[config.mk]
export PLATFORM = sky130hd
export DESIGN_NAME = iob_ssd_arbiter
export DESIGN_NICKNAME = d
export VERILOG_FILES = /design/src/rtl/iob_ssd_arbiter.sv
export SDC_FILE = /design/constraint.sdc
export NUM_CORES = 1
export LEC_CHECK = 0
export CORE_MARGIN = 1
export CORE_UTILIZATION = 55
export CTS_CLUSTER_DIAMETER = 30
export DETAILED_ROUTE_END_ITERATION = 7
export GPL_TIMING_DRIVEN = 0
export HOLD_SLACK_MARGIN = 0.02
export PLACE_DENSITY = 0.87
export SLEW_MARGIN = 20
export SYNTH_ARGS = -nofsm -noshare
export SYNTH_HDL_FRONTEND = slang
export SYNTH_SLANG_ARGS = --single-unit
[constraint.sdc]
create_clock -name clk -period 12.3 [get_ports clk]
set_input_delay 1.845 -clock clk [delete_from_list [all_inputs] [get_ports clk]]
set_output_delay 1.845 -clock clk [all_outputs]
set_load 0.1 [all_outputs]
[src/rtl/iob_ssd_arbiter.sv]
// Round-robin arbiter sharing one seven-segment display core between N_REQ requesters,
// with a programmable minimum dwell time per grant.
module iob_ssd_arbiter #(
  parameter int N_REQ   = 4,
  parameter int DATA_W  = 16,
  parameter int DWELL_W = 32
) (
  input  logic                      clk,
  input  logic                      rst,
  input  logic [DWELL_W-1:0]        dwell,
  input  logic [N_REQ-1:0]          req,
  input  logic [N_REQ*DATA_W-1:0]   data,
  output logic [N_REQ-1:0]          grant,
  output logic [$clog2(N_REQ)-1:0]  owner_id,
  output logic                      busy,
  output logic [DATA_W-1:0]         ssd_data
);

  localparam int IDW = $clog2(N_REQ);

  typedef enum logic {IDLE, HOLD} state_t;

  state_t              state, state_n;
  logic [IDW-1:0]      last, last_n, owner_n;
  logic [N_REQ-1:0]    grant_n;
  logic                busy_n;
  logic [DATA_W-1:0]   ssd_data_n;
  logic [DWELL_W-1:0]  cnt, cnt_n, dwell_m1;
  logic                expired;
  logic [IDW:0]        pick_idle, pick_hand;

  // Returns {found, index}: first set bit scanning base+1, base+2, ... with wrap.
  function automatic logic [IDW:0] rr_pick(input logic [N_REQ-1:0] r, input logic [IDW-1:0] base);
    logic [IDW:0]   res;
    logic [IDW-1:0] p;
    res = '0;
    for (int unsigned k = 1; k <= N_REQ; k++) begin
      p = IDW'((32'(base) + k) % N_REQ);
      if (!res[IDW] && r[p]) res = {1'b1, p};
    end
    return res;
  endfunction

  function automatic logic [N_REQ-1:0] onehot(input logic [IDW-1:0] idx);
    logic [N_REQ-1:0] m;
    m = '0;
    m[idx] = 1'b1;
    return m;
  endfunction

  function automatic logic [DATA_W-1:0] word(input logic [N_REQ*DATA_W-1:0] d, input logic [IDW-1:0] idx);
    return d[32'(idx)*DATA_W +: DATA_W];
  endfunction

  assign dwell_m1  = (dwell == '0) ? '0 : dwell - DWELL_W'(1);
  assign expired   = (cnt >= dwell_m1);
  assign pick_idle = rr_pick(req, last);
  // Masking the owner out means a hit here is always a different requester.
  assign pick_hand = rr_pick(req & ~onehot(owner_id), owner_id);

  always_comb begin
    state_n    = state;
    grant_n    = grant;
    owner_n    = owner_id;
    last_n     = last;
    busy_n     = busy;
    cnt_n      = cnt;
    ssd_data_n = ssd_data;
    case (state)
      IDLE: begin
        if (pick_idle[IDW]) begin
          state_n    = HOLD;
          grant_n    = onehot(pick_idle[IDW-1:0]);
          owner_n    = pick_idle[IDW-1:0];
          last_n     = pick_idle[IDW-1:0];
          busy_n     = 1'b1;
          cnt_n      = '0;
          ssd_data_n = word(data, pick_idle[IDW-1:0]);
        end
      end
      HOLD: begin
        ssd_data_n = word(data, owner_id);
        cnt_n      = (cnt == '1) ? cnt : cnt + DWELL_W'(1);
        if (!req[owner_id]) begin
          // Release freezes the display word rather than taking one more live sample.
          state_n    = IDLE;
          grant_n    = '0;
          busy_n     = 1'b0;
          ssd_data_n = ssd_data;
        end else if (expired && pick_hand[IDW]) begin
          grant_n    = onehot(pick_hand[IDW-1:0]);
          owner_n    = pick_hand[IDW-1:0];
          last_n     = pick_hand[IDW-1:0];
          cnt_n      = '0;
          ssd_data_n = word(data, pick_hand[IDW-1:0]);
        end
      end
      default: state_n = IDLE;
    endcase
  end

  always_ff @(posedge clk) begin
    if (rst) begin
      state    <= IDLE;
      grant    <= '0;
      owner_id <= '0;
      last     <= IDW'(N_REQ - 1);
      busy     <= 1'b0;
      cnt      <= '0;
      ssd_data <= '0;
    end else begin
      state    <= state_n;
      grant    <= grant_n;
      owner_id <= owner_n;
      last     <= last_n;
      busy     <= busy_n;
      cnt      <= cnt_n;
      ssd_data <= ssd_data_n;
    end
  end

endmodule
# Yosys cells after proc, flatten, opt, wreduce, memory -nomap -nowiden

Index checks and enable logic that the tools add are counted.

Bits in registers: 58
Latch bits: 0
Bits in writable memories: 0
Memory bits (read-only): 0
Bits of input ports: 102
Output and inout bits: 23
Logic and storage cells: 121
Memories: 0

Add/subtract/negate cells: 10
Multiply operators: 0
Divide/modulo/power cells: 0
Order comparisons: 15
Equality and inequality tests: 6
Shift operators: 3
Mux-type cells: 56
Bitwise logic cells: 3
Reduce and logical (&&, ||, !) cells: 21

Operators with widths:

| cell                                                 | number |
|---|---|
| indexed part select 64 x 7 -> 16 bit                 | 3 |
| two-way mux 32 bit                                   | 5 |
| one-hot mux 32 bit (2 select lines)                  | 1 |
| two-way mux 16 bit                                   | 3 |
| < comparator 2 x 3 -> 1 bit (second input constant)  | 11 |
| adder 32 x 1 -> 32 bit (second input constant)       | 1 |
| equality test 32 bit (second input constant)         | 1 |
| >= comparator 32 bit                                 | 1 |
| logical NOT 32 bit                                   | 1 |
| one-hot mux 16 bit (2 select lines)                  | 1 |
| subtractor 32 x 1 -> 32 bit (second input constant)  | 1 |
| two-way mux 3 bit                                    | 8 |
| binary-select mux 1 bit (select 2 bit)               | 9 |
| two-way mux 1 bit                                    | 16 |
| two-way mux 4 bit                                    | 3 |
| logical AND 1 bit                                    | 10 |
| adder 2 x 1 -> 2 bit (second input constant)         | 4 |
| adder 2 bit (second input constant)                  | 4 |
| one-hot mux 4 bit (2 select lines)                   | 1 |
| demux 1 bit (select 2 bit)                           | 3 |
| >= comparator 2 x 1 -> 1 bit (second input constant) | 3 |
| logical NOT 1 bit                                    | 6 |
| two-way mux 2 bit                                    | 3 |
| AND reduction 2 bit                                  | 3 |
| other kinds (9)                                      | 12 |

# Longest topological paths before layout

Depth after elaboration: 25
Gate-level depth with buffers: 19
Gate-level depth less buffers: 17

# Worst setup path before layout

No wires, ideal clock.

Kind: input-to-reg
From: input dwell[9]
To: register ssd_data[0]
Library setup time: 79 ps
Arrival: 6131 ps
Required time: 12221 ps
Slack: 6090 ps
Cell stages on the path: 18
Cells stage by stage: or4_1 -> nor4_1 -> nor4b_2 -> nand3_1 -> nor2_1 -> nand2_1 -> xnor2_1 -> nand2_1 -> ha_1 -> a211oi_1 -> o22ai_1 -> a2111oi_0 -> o311ai_1 -> or4b_1 -> a31oi_2 -> buf_2 -> o21ai_0 -> o211ai_1

Longest elaborated chain between the ends: 7

RTL lines:

| element                                                           | line | source |
|---|---|---|
| from (decl)                                                       | 10   | `input logic [DWELL_W-1:0] dwell,` |
| subtractor 32 x 1 -> 32 bit or logical NOT 32 bit (tied branches) | 55   | `assign dwell_m1 = (dwell == '0) ? '0 : dwell - DWELL_W'(1);` |
| two-way mux 32 bit *                                              | 55   |  |
| >= comparator 32 bit *                                            | 56   | `assign expired = (cnt >= dwell_m1);` |
| logical AND 1 bit *                                               | 90   | `end else if (expired && pick_hand[IDW]) begin` |
| two-way mux 16 bit *                                              | 90   |  |
| two-way mux 16 bit *                                              | 84   | `if (!req[owner_id]) begin` |
| one-hot mux 16 bit (2 select lines) *                             | 69   | `case (state)` |
| to (signal assigned)                                              | 118  | `ssd_data <= ssd_data_n;` |
| to (decl)                                                         | 16   | `output logic [DATA_W-1:0] ssd_data` |

Every way passes the cells marked *; elsewhere a longest branch is shown, timed or not. The select of a mux whose other input is x is not followed.
A chain may end at the register's enable or synchronous reset.

# Final worst setup path

From: input dwell[8]
To: register ssd_data[12]

The elaborated chain is that of the path after synthesis.

==> impl_metrics.tcl <==
set metrics [dict create \
    status "finished, final reports clean" \
    drtPass1Iterations 6 \
    cts_setup_buffers 0 \
    clock_sinks 58 \
    netlist_instances 675 \
    synth_seq_cells 58 \
    start_util_pct 56.4 \
    regToRegStartpoint "owner_id[1]" \
    coreArea_um2 9200 \
    seqPwrFrac_pct 28.6 \
    grt_max_degree 11 \
    synthesis.area_um2 5180 \
    drt_first_iter_violations 422 \
    fin_crit_sh_pct 60.0 \
    worst_pin_slew_ns 1.01 \
    relSlewSlack_pct 32.6 \
    grt_pass1_vias 5629 \
    cts_made_buffers 9 \
    htree_levels 3 \
    p_sw_mw 0.304 \
    drive_above_1_share_pct 5.53 \
    path_class "in -> reg" \
    n_antenna_cell 0 \
    setup_tns_ns 0 \
    path_clk_slew_ns 0.07 \
    grt_pass1_wl_um 25900 \
    fillers 714 \
    nNetsFinal 950 \
    whs_endpoint "ssd_data[8]" \
    layout-area-overhead-vs-synth_pct 30.9 \
    wirelength_um 16200 \
    hold_start "ssd_data[8]" \
    combPwrFrac_pct 42.9 \
    r2r_cells 12 \
    p_clk_share_pct 28.5 \
    multi_input_area_um2 3800 \
    vias 5832 \
    die_w_um 99.1 \
    clock_latency_ns 0.35 \
    synth_ff_type "dfxtp_1" \
    fin_area_um2 6790 \
    dieHeight_um 99.1 \
    finalPower_mw 0.758 \
    synth_edf_count 0 \
    num_rows 35 \
    met2_usage_pct 60.9 \
    wire_per_inst_um 17.5 \
    cts_tree "yes" \
    maxCapViolations 0 \
    finalMaxSlewViolations 0 \
    regToRegSetupSlack_ns 8.55 \
    worstReg2RegEnd "cnt[28]" \
    cts-resized-gates 0 \
    async_flop_share_pct 0 \
    grtUsageTotal_pct 32.7 \
    synth.yosys.seq_area_share_pct 22.4 \
    max_freq_mhz 136 \
    yosysMostFrequentCell "nand2_1" \
    arrival_ns 7.66 \
    rsz0062_at_grt "no" \
    setup_slack_ns 4.92 \
    switching_share_pct 40.0 \
    p_int_mw 0.454 \
    cts_hold_buffers 0 \
    ios 125 \
    clk_path_buf_depth 2 \
    yosysTopAreaCell "dfxtp_1" \
    synth_area_leaders "dfxtp_1 22%, ha_1 9.4%, nand2_1 6.9%, mux2i_1 3.9%, and3_1 3.7%" \
    period_minus_slack_ns 7.38 \
    yosysWarnings 0 \
    grt.busiest_layer "met2" \
    ant_nets 0 \
    cp.required_ns 12.58 \
    synth_cell_type_count 66 \
    fin_worst_skew_ns 0.00711 \
    p_leak_nw 2.58 \
    power.density_nw_per_um2 112 \
    hp-class "reg -> reg" \
    yosysTopAreaCellShare_pct 22.4 \
    place_area_um2 6550 \
    place.gp.congestion 0.880 \
    synth_commonest_cells "95 x nand2_1, 58 x dfxtp_1, 39 x ha_1" \
    io_buffers 123 \
    overflow 0 \
    end_kind "flip-flop" \
    pre_cts_slack_ns 4.60 \
    drc 0 \
    syn_avg_cell_area_um2 7.68 \
    root_buffer "clkbuf_8" \
    register_area_um2 1160 \
    globalRouteMet3Util_pct 6.60 \
    dp_hpwl_um 12600 \
    critPathLaunchType "primary input" \
    path_max_fanout 10 \
    viasPerCell 6.30 \
    antenna_found_initial 0 \
    die-area_um2 9820 \
    met1_usage_pct 36.4 \
    final_hold_viol_count 0 \
    irDropWorstVdd_v 0.0000705 \
    syn-num-nets 816 \
    finalSetupViolCount 0 \
    holdPathStages 2 \
]
==> power groups by stage <==
| stage | Clock [mW] | Combinational [mW] | Sequential (mW) |
|---|---|---|---|
| floorplan | 0 | 0.121 | 0.320 |
| global route | 0.225 | 0.342 | 0.218 |
| CTS | 0.214 | 0.323 | 0.216 |
| finish | 0.216 | 0.325 | 0.217 |
| detailed placement | 0 | 0.321 | 0.220 |
| global placement | 0 | 0.313 | 0.219 |
==> worst max-delay path: stages <==
cell             delay, ns
clkdlybuf4s50_1       0.46
or4_1                 0.59
nor4_1                0.47
nor4b_2               0.45
nand3_1               0.26
nor2_1                0.36
nand2_1               0.12
xnor2_1               0.15
nand2_1               0.07
ha_1                  0.22
a211oi_1              0.24
o22ai_1               0.13
a2111oi_0             0.40
o311ai_1              0.34
or4b_1                0.65
a31oi_2               0.36
buf_2                 0.27
o21ai_0               0.15
o211ai_1              0.10
==> sequential cells by signal, summed over array words and instances, names as in the netlist <==
| name | count |
|---|---|
| state | 1 |
| grant | 4 |
| busy | 1 |
| owner_id | 2 |
| last | 2 |
| cnt | 32 |
| ssd_data | 16 |
==> worst max path at each step <==
| stage | start | end | slack (ns) | cells past startpoint |
|---|---|---|---|---|
| global placement | dwell[8] | ssd_data[12] | 4.91 | 19 |
| floorplan | dwell[9] | ssd_data[0] | 6.09 | 18 |
| finish | dwell[8] | ssd_data[12] | 4.92 | 19 |
| detailed placement | dwell[8] | ssd_data[12] | 4.60 | 19 |
| CTS | dwell[8] | ssd_data[12] | 4.94 | 19 |
| global route | dwell[8] | ssd_data[12] | 4.47 | 19 |
==> layout make-up <==
type / instances / area share (%)
Timing Repair Buffer: 123 / 18.1
Sequential cell: 58 / 17.1
Clock inverter: 5 / 1.51
Tap cell: 111 / 2.05
Buffer: 37 / 2.53
Clock buffer: 11 / 1.94
Inverter: 14 / 0.774
Multi-Input combinational cell: 566 / 56.0
==> kinds of logic (layout without fill, tap and decap cells) <==
group	count (synthesis)	in the layout	synth area share, %
xor gates and xnor gates	29	29	4.90
AOI/OAI and AO/OA	180	180	24.7
and+or+nand+nor	295	295	29.1
buffers and inverters	51	190	4.32
adders and majority gates	39	39	9.41
muxes	23	23	5.17
DFF	58	58	22.4
==> metal layers <==
layer / routed length [um] / vias to the layer above
met4: 325 / 0
li1: - / 2797
met1: 6490 / 2713
met5: 0 / -
met3: 1240 / 36
met2: 8150 / 286
==> layout by cell type (no fill, tap or decap), types with 16 or more instances in the layout <==
master	count
a21oi_1	34
o211ai_1	18
nand3_1	21
clkdlybuf4s50_1	123
or3_1	19
nor2_1	36
mux2i_1	20
nand2_1	95
and3_1	31
dfxtp_1	58
o21ai_1	22
o21ai_0	23
nor3_1	16
clkbuf_1	30
ha_1	39
==> metrics by stage <==
step	cells	hold WS (ns)	util [%]
finish	925	0.492	73.8
floorplan	675	0.451	-
global route	925	0.509	73.8
detailed placement	909	0.463	71.3
CTS	925	0.491	73.8
global placement	909	0.451	71.3
(Power assumes the default switching activity.)
